--- config.mk ---
export PLATFORM = sky130hd
export DESIGN_NAME = fetch_unit
export DESIGN_NICKNAME = d
export VERILOG_FILES = /design/src/rtl/riscv_pkg.sv /design/src/rtl/fetch_fifo.sv /design/src/rtl/fetch_unit.sv
export SDC_FILE = /design/constraint.sdc
export NUM_CORES = 1
export LEC_CHECK = 0
export CORE_ASPECT_RATIO = 0.5
export CORE_UTILIZATION = 55
export CTS_CLUSTER_SIZE = 10
export DETAILED_ROUTE_END_ITERATION = 7
export HOLD_SLACK_MARGIN = 0.15
export PLACE_DENSITY = 0.95
export SLEW_MARGIN = 20
export SYNTH_ARGS = -nofsm -noshare
export SYNTH_HDL_FRONTEND = slang
export SYNTH_SLANG_ARGS = --single-unit
--- constraint.sdc ---
create_clock -name clk -period 14.44 [get_ports clk]
set_clock_uncertainty 0.05 [all_clocks]
set_input_delay 1.444 -clock clk [delete_from_list [all_inputs] [get_ports clk]]
set_output_delay 1.444 -clock clk [all_outputs]
set_load 0.005 [all_outputs]
--- src/rtl/riscv_pkg.sv ---
// Shared RISC-V core definitions.
// Word size, reset vector and the fetch buffer entry layout.
package riscv_pkg;

  localparam int XLEN = 32;
  localparam logic [XLEN-1:0] RESET_PC_DEFAULT = 32'h0000_0000;

  typedef struct packed {
    logic [XLEN-1:0] pc;
    logic [XLEN-1:0] instr;
  } fetch_entry_t;

  function automatic logic [XLEN-1:0] word_align(
    input logic [XLEN-1:0] a
  );
    return {a[XLEN-1:2], 2'b00};
  endfunction

endpackage

--- src/rtl/fetch_fifo.sv ---
// Fetch instruction buffer: ring buffer with flush.
// Push and pop may share a cycle even when full.
module fetch_fifo #(
  parameter int WIDTH = 64,
  parameter int DEPTH = 2,
  localparam int AW = $clog2(DEPTH),
  localparam int CW = AW + 1
) (
  input  logic             clk,
  input  logic             reset,
  input  logic             flush,
  input  logic             push,
  input  logic [WIDTH-1:0] wdata,
  input  logic             pop,
  output logic [WIDTH-1:0] rdata,
  output logic             full,
  output logic             empty,
  output logic [CW-1:0]    count
);

  localparam logic [CW-1:0] CAP = CW'(DEPTH);

  logic [WIDTH-1:0] r_mem [DEPTH];
  logic [AW-1:0]    r_wptr;
  logic [AW-1:0]    r_rptr;
  logic [CW-1:0]    r_count;
  logic             w_push;
  logic             w_pop;

  assign empty = (r_count == '0);
  assign full  = (r_count == CAP);
  assign count = r_count;
  assign rdata = r_mem[r_rptr];

  assign w_pop  = pop && !empty;
  assign w_push = push && (!full || w_pop);

  always_ff @(posedge clk or posedge reset) begin
    if (reset) begin
      r_wptr  <= '0;
      r_rptr  <= '0;
      r_count <= '0;
    end else if (flush) begin
      r_wptr  <= '0;
      r_rptr  <= '0;
      r_count <= '0;
    end else begin
      if (w_push) r_wptr <= r_wptr + AW'(1);
      if (w_pop)  r_rptr <= r_rptr + AW'(1);
      unique case (1'b1)
        w_push && !w_pop: r_count <= r_count + CW'(1);
        w_pop && !w_push: r_count <= r_count - CW'(1);
        default: ;
      endcase
    end
  end

  // Storage needs no reset: entries are only read when counted.
  always_ff @(posedge clk) begin
    if (w_push && !flush) r_mem[r_wptr] <= wdata;
  end

endmodule

--- src/rtl/fetch_unit.sv ---
// Instruction fetch: issues word fetches, tracks in-flight
// requests, drops stale responses after redirects, buffers the rest.
module fetch_unit
  import riscv_pkg::*;
#(
  parameter logic [XLEN-1:0] RESET_PC = RESET_PC_DEFAULT,
  parameter int DEPTH = 2
) (
  input  logic            clk,
  input  logic            reset,
  output logic            imem_req,
  output logic [XLEN-1:0] imem_addr,
  input  logic            imem_gnt,
  input  logic            imem_rvalid,
  input  logic [XLEN-1:0] imem_rdata,
  input  logic            redirect,
  input  logic [XLEN-1:0] redirect_pc,
  output logic            instr_valid,
  input  logic            instr_ready,
  output logic [XLEN-1:0] instr,
  output logic [XLEN-1:0] instr_pc,
  output logic [XLEN-1:0] instr_pcplus4
);

  localparam int CW = $clog2(DEPTH) + 1;
  localparam logic [CW:0] CAP = (CW+1)'(DEPTH);

  logic [XLEN-1:0] r_pc;
  logic [XLEN-1:0] r_rsp_pc;
  logic [CW-1:0]   r_outst;
  logic [CW-1:0]   r_discard;

  logic [CW-1:0]   w_outst_nxt;
  logic [CW-1:0]   w_buf_cnt;
  logic [CW:0]     w_occ;
  logic            w_full;
  logic            w_empty;
  logic            w_gnt;
  logic            w_keep;
  logic            w_drop;
  logic            w_pop;
  logic [XLEN-1:0] w_target;
  fetch_entry_t    w_wentry;
  fetch_entry_t    w_head;

  assign w_occ    = {1'b0, r_outst} + {1'b0, w_buf_cnt};
  assign w_target = word_align(redirect_pc);

  assign imem_req  = !reset && !redirect && !w_full
                   && (w_occ < CAP);
  assign imem_addr = r_pc;

  assign w_gnt  = imem_req && imem_gnt;
  assign w_drop = imem_rvalid && (r_discard != '0);
  assign w_keep = imem_rvalid && (r_discard == '0)
                && !redirect;
  assign w_pop  = instr_valid && instr_ready;

  always_comb begin
    w_outst_nxt = r_outst;
    unique case (1'b1)
      w_gnt && !imem_rvalid: w_outst_nxt = r_outst + CW'(1);
      imem_rvalid && !w_gnt: w_outst_nxt = r_outst - CW'(1);
      default: ;
    endcase
  end

  always_ff @(posedge clk or posedge reset) begin
    if (reset) begin
      r_pc      <= RESET_PC;
      r_rsp_pc  <= RESET_PC;
      r_outst   <= '0;
      r_discard <= '0;
    end else begin
      r_outst <= w_outst_nxt;
      if (redirect) begin
        r_pc      <= w_target;
        r_rsp_pc  <= w_target;
        // Everything still in flight after this edge is stale.
        r_discard <= w_outst_nxt;
      end else begin
        if (w_gnt)  r_pc      <= r_pc + 32'd4;
        if (w_keep) r_rsp_pc  <= r_rsp_pc + 32'd4;
        if (w_drop) r_discard <= r_discard - CW'(1);
      end
    end
  end

  assign w_wentry.pc    = r_rsp_pc;
  assign w_wentry.instr = imem_rdata;

  fetch_fifo #(
    .WIDTH ($bits(fetch_entry_t)),
    .DEPTH (DEPTH)
  ) u_fifo (
    .clk   (clk),
    .reset (reset),
    .flush (redirect),
    .push  (w_keep),
    .wdata (w_wentry),
    .pop   (w_pop),
    .rdata (w_head),
    .full  (w_full),
    .empty (w_empty),
    .count (w_buf_cnt)
  );

  assign instr_valid   = !w_empty && !reset;
  assign instr         = w_head.instr;
  assign instr_pc      = w_head.pc;
  assign instr_pcplus4 = w_head.pc + 32'd4;

endmodule
# == Yosys cells after proc, flatten, opt, wreduce, memory -nomap -nowiden ==
# Memory sizes are Yosys's and may differ from the RTL's.
# Cells that the tools add are included.
# classes
n_lt_le_gt_ge,1
add_sub_neg,11
reduce_logical,34
muxes,15
n_eq_ne,1
# ops
cell,n
2-to-1 mux 32 bit,4
"adder 32 x 3 -> 32 bit, second input constant",3
logical AND 1 bit,16
nonzero test 2 bit,6
logical NOT 1 bit,8
case mux 2 bit (2 select lines),2
2-to-1 mux 1 bit,6
2-to-1 mux 2 bit,3
"subtractor 2 x 1 -> 2 bit, second input constant",3
"adder 2 x 1 -> 2 bit, second input constant",2
logical NOT 2 bit,2
adder 2 x 2 -> 3 bit,1
"less-than comparator 3 x 2 -> 1 bit, second input constant",1
nonzero test 3 bit,1
"adder 1 bit, second input constant",2
"equality test 2 bit, second input constant",1
logical OR 1 bit,1
# word_totals
word_cells,70
ram_bits,128
ff_bits,72
memories,1
# memory_table
memory,words,word_bits,rd,rd_clocked_by_memory_dff,write_ports,line,source
u_fifo.r_mem,2,64,1,0,1,fetch_fifo.sv:23,logic [WIDTH-1:0] r_mem [DEPTH];

# == Longest topological paths before layout ==
# depth
word_depth,11
mapped_depth,13
mapped_depth_nobuf,11

# == Cells and area by module ==
# A second synthesis with hierarchy kept.
# unflattened
cells_unflattened,711
hier_area_um2,9160.0
# by_module_without_submodules
module,cells_each,instances,area_each_um2
fetch_fifo,227,1,4888.4
fetch_unit,484,1,4271.6

# == Worst setup path after synthesis ==
# OpenSTA, ideal clock, no wires.
# synth_timing
kind,input port to flip-flop
from,input instr_ready
to,register u_fifo.r_wptr
required_time_ns,14.279
path_slack_ns,5.991
setup_time_ns,0.111
path_stages,4
arrival_time_ns,8.288
path_buffers,0
cell_sequence,nor2b_1 nor2_1 nor4_1 o21bai_1
# synth_between
elab_chain_cells,5
# synth_rtl
item,line,source
from (decl),fetch_unit.sv:19,"input logic instr_ready,"
logical AND 1 bit,fetch_unit.sv:57,assign w_pop = instr_valid && instr_ready;
logical AND 1 bit,fetch_fifo.sv:35,assign w_pop = pop && !empty;
logical OR 1 bit,fetch_fifo.sv:36,assign w_push = push && (!full || w_pop);
logical AND 1 bit,fetch_fifo.sv:36,
nonzero test 2 bit (no line),--,
to (signal assigned),fetch_fifo.sv:48,if (w_push) r_wptr <= r_wptr + AW'(1);
to (decl),fetch_fifo.sv:24,logic [AW-1:0] r_wptr;
# No other way between the ends.
# A chain may end at the register's enable or synchronous reset.

# == Worst setup path in the final report ==
# layout_timing
from,register u_fifo.r_rptr
to,output instr_pcplus4[22]
# layout_between
elab_chain_cells,2
# layout_rtl
item,line,source
from (decl),fetch_fifo.sv:25,logic [AW-1:0] r_rptr;
from (signal assigned),fetch_fifo.sv:49,if (w_pop) r_rptr <= r_rptr + AW'(1);
memory read (2 x 64 bit),--,
adder 32 x 3 -> 32 bit,fetch_unit.sv:111,assign instr_pcplus4 = w_head.pc + 32'd4;
to (decl),fetch_unit.sv:22,output logic [XLEN-1:0] instr_pcplus4
# No other way between the ends.

==> flow_summary_export.csv <==
group,metric,value,unit
outcome,outcome,"complete, no violations",
worst_setup_path,path_class,"reg2out",
synth,yosys_register_bits,192,
layout,syn_to_final_growth,28.76,%
layout,drive_above_1_share,0.1302,
worst_setup_path,endpoint_kind,"output port",
synth,syn_inst,720,
global_routing,grt_pass1_vias,6802,
power,switching_share,0.2727,
synth,avgSynthCellArea,12.71,sq um
timing,hold_viol_final,0,
power,p_clk_frac,0.309,
timing,fin_crit,5.693,ns
floorplanning,dieArea,17190,sq um
worst_setup_path,critPathArrivalTime,4.20,ns
placement,gp_congestion,0.8933,
timing,post-route-period-util,0.3942,
timing,fmaxAchievable,175.7,MHz
timing,whs,0.4632,ns
detailed_routing,wl_per_cell,20.27,um
detailed_routing,antenna_left,0,
hold_path,min_path_type,"reg2reg",
worst_setup_path,crit_fanout,87,
run,drv_cap,0,
clock_tree,cts_tree,"done",
detailed_routing,vias,6752,
synth,yosysWarnings,0,
placement,dpl_cell_area,11230,sq um
clock_tree,insertion_delay,0.42,ns
clock_tree,cts.sinks,192,
power,comb_power_share,0.209,
worst_setup_path,reg2reg_to,"r_discard[1]",
synth,syn_area,9150,sq um
detailed_routing,drc,0,
floorplanning,die_h,93.21,um
global_routing,grt_util_all_layers,0.2734,
detailed_routing,routed_via_density,5.907,
power,intPower,1.062,mW
timing,relSlewSlack,0.2653,
power,p_leak,4.163,nW
timing,rsz0062_at_grt,"false",
layout,regArea,5429,sq um
hold_path,whs_endpoint,"u_fifo.r_mem[1][63]",
global_routing,grt_remaining_overflow,0,
clock_tree,cts_resized,0,
layout,final_cell_area,11780,sq um
detailed_routing,firstDrtPassIters,8,
power,p_per_area,123.9,nW/um^2
clock_tree,cts_max_level,4,
layout,final_cell_mix,"clkdlybuf4s50_1, edfxtp_1, mux2_2",
worst_setup_path,reg2reg_slack,10.84,ns
synth,synth_top_cell_by_area,"edfxtp_1",
timing,tightestPinTransition,1.102,ns
placement,io_buffers,191,
floorplanning,ioPinCount,200,
timing,fin_setup_tns,0,ns
layout,final_common_cell,"clkdlybuf4s50_1",
floorplanning,rows,32,
layout,utilization,0.7449,
worst_setup_path,r2r-start,"u_fifo.count[0]",
clock_tree,hold_buffers,0,
power,ir_worst_vdd,0.1037,mV
synth,synth-async-reset-ratio,0.3542,
power,p_switching,0.3981,mW
power,pwr-share-seq,0.483,
timing,setup_viol,0,
layout,diodes,0,
floorplanning,start_util,0.5786,
synth,synth_edf_count,124,
hold_path,hp-start,"r_rsp_pc[31]",
floorplanning,die_x,184.4,um
synth,ys.flop_type,"edfxtp_1",
power,power,1.460,mW
synth,synth_top_area_frac,0.4069,
hold_path,hold-path-cell-count,0,
layout,multi_input_area,3481,sq um
global_routing,grt_max_degree,88,
worst_setup_path,worst_setup_path_start_kind,"flop",
detailed_routing,drtIter0Drc,652,
layout,fillers,919,
layout,nNetsFinal,985,
clock_tree,post_cts_buffers,0,
synth,ys_top_cells_by_area,"edfxtp_1, dfrtp_1, mux2_2, xnor2_1, xor2_1",
global_routing,grt_pass1_wl,35560,um
timing,slew_violations,0,
synth,yosysSeqAreaShare,0.5929,
clock_tree,clk_pin_slew,0.07,ns
clock_tree,numCtsBuffers,17,
global_routing,antenna_found_initial,0,
synth,ys_types,55,
detailed_routing,routed_wirelength,23170,um
worst_setup_path,reg2regPathDepth,11,
worst_setup_path,cp.required,12.95,ns
placement,hpwl,15310,um
clock_tree,clockBufferDepth,2,
clock_tree,clk_root_buffer_cell,"clkbuf_16",
floorplanning,core_area,15820,sq um
cells by family after synthesis:
logic type	after synthesis	share of synthesized area
other	1	0.0004098
adder cells (fa/ha/maj)	6	0.009025
buffers and inverters	56	0.02954
flip-flops	192	0.5929
XOR/XNOR	76	0.07275
AO/OA/AOI/OAI	72	0.05525
AND/OR/NAND/NOR	236	0.1422
multiplexers	81	0.09791
sequential cells by signal (all words and copies together), names as in the netlist:
signal and count:
imem_addr 30, r_outst 2, r_rsp_pc 30, u_fifo.r_wptr 1, u_fifo.count 2, r_discard 2, u_fifo.r_rptr 1, u_fifo.r_mem 124
per-stage QoR:
stage / instances / worst slack, ns
after floorplan: 725 / 5.991
after global placement: 1111 / 9.464
after detailed placement: 1111 / 9.325
after CTS: 1143 / 8.774
after global routing: 1143 / 8.488
final: 1143 / 8.747
worst max-delay path by stage:
stage	start	to	slack, ns	cells after the start
3_5_place_dp	u_fifo.r_rptr	instr_pcplus4[26]	9.32	9
3_3_place_gp	u_fifo.r_rptr	instr_pcplus4[26]	9.46	9
2_1_floorplan	instr_ready	u_fifo.r_wptr	5.99	4
4_1_cts	u_fifo.r_rptr	instr_pcplus4[22]	8.77	9
5_1_grt	u_fifo.r_rptr	instr_pcplus4[22]	8.49	9
6_report	u_fifo.r_rptr	instr_pcplus4[22]	8.75	9
power groups by stage:
stage	Combinational [mW]	Clock [mW]	Sequential [mW]
after global placement	0.286	0	0.706
after detailed placement	0.298	0	0.712
after floorplan	0.158	0	0.694
final	0.304	0.450	0.705
after global routing	0.326	0.476	0.709
after CTS	0.304	0.453	0.703
per-layer routing:
| layer | GRT usage | part of all wire | up-vias |
|---|---|---|---|
| li1 | - | - | 3004 |
| met1 | 0.3417 | 0.40 | 3298 |
| met2 | 0.4748 | 0.50 | 410 |
| met3 | 0.06114 | 0.086 | 40 |
| met4 | 0.08819 | 0.016 | 0 |
| met5 | 0 | 0 | - |
cells in the mapped netlist (4+ instances only):
| library cell | number |
|---|---|
| nor2_1 | 35 |
| buf_4 | 6 |
| a211oi_1 | 4 |
| nand3_1 | 36 |
| o211ai_1 | 6 |
| dfrtp_1 | 68 |
| mux2i_1 | 13 |
| o21ai_0 | 24 |
| edfxtp_1 | 124 |
| inv_1 | 25 |
| nor4_1 | 5 |
| nand2b_1 | 9 |
| a21oi_1 | 8 |
| buf_6 | 4 |
| nor3_1 | 21 |
| xor2_1 | 26 |
| and3_1 | 8 |
| and4_1 | 5 |
| a31oi_1 | 5 |
| and2_1 | 7 |
| mux2_2 | 68 |
| ha_1 | 5 |
| clkbuf_1 | 12 |
| nand2_1 | 60 |
| buf_2 | 6 |
| nand4_1 | 27 |
| a21boi_0 | 7 |
| xnor2_1 | 50 |
critical path, cell delays in order (launching register included):
cell	delay (ns)
dfrtp_4	1.15
mux2i_1	0.25
inv_1	0.13
ha_1	0.24
nand4_1	0.17
a21boi_2	0.42
nand3_2	0.31
nor3_1	0.34
xor2_1	0.21
clkdlybuf4s50_1	0.55
final cells by class:
cell class              instances  area share
flip-flops and latches        192      0.4608
multi-input cells             477      0.2955
repair buffers                195      0.1648
clock buffers                  25     0.04312
well taps                     221     0.02347
inverters                      26    0.008284
clock inverters                 7    0.004036
Power figures use the tool's default switching activity.
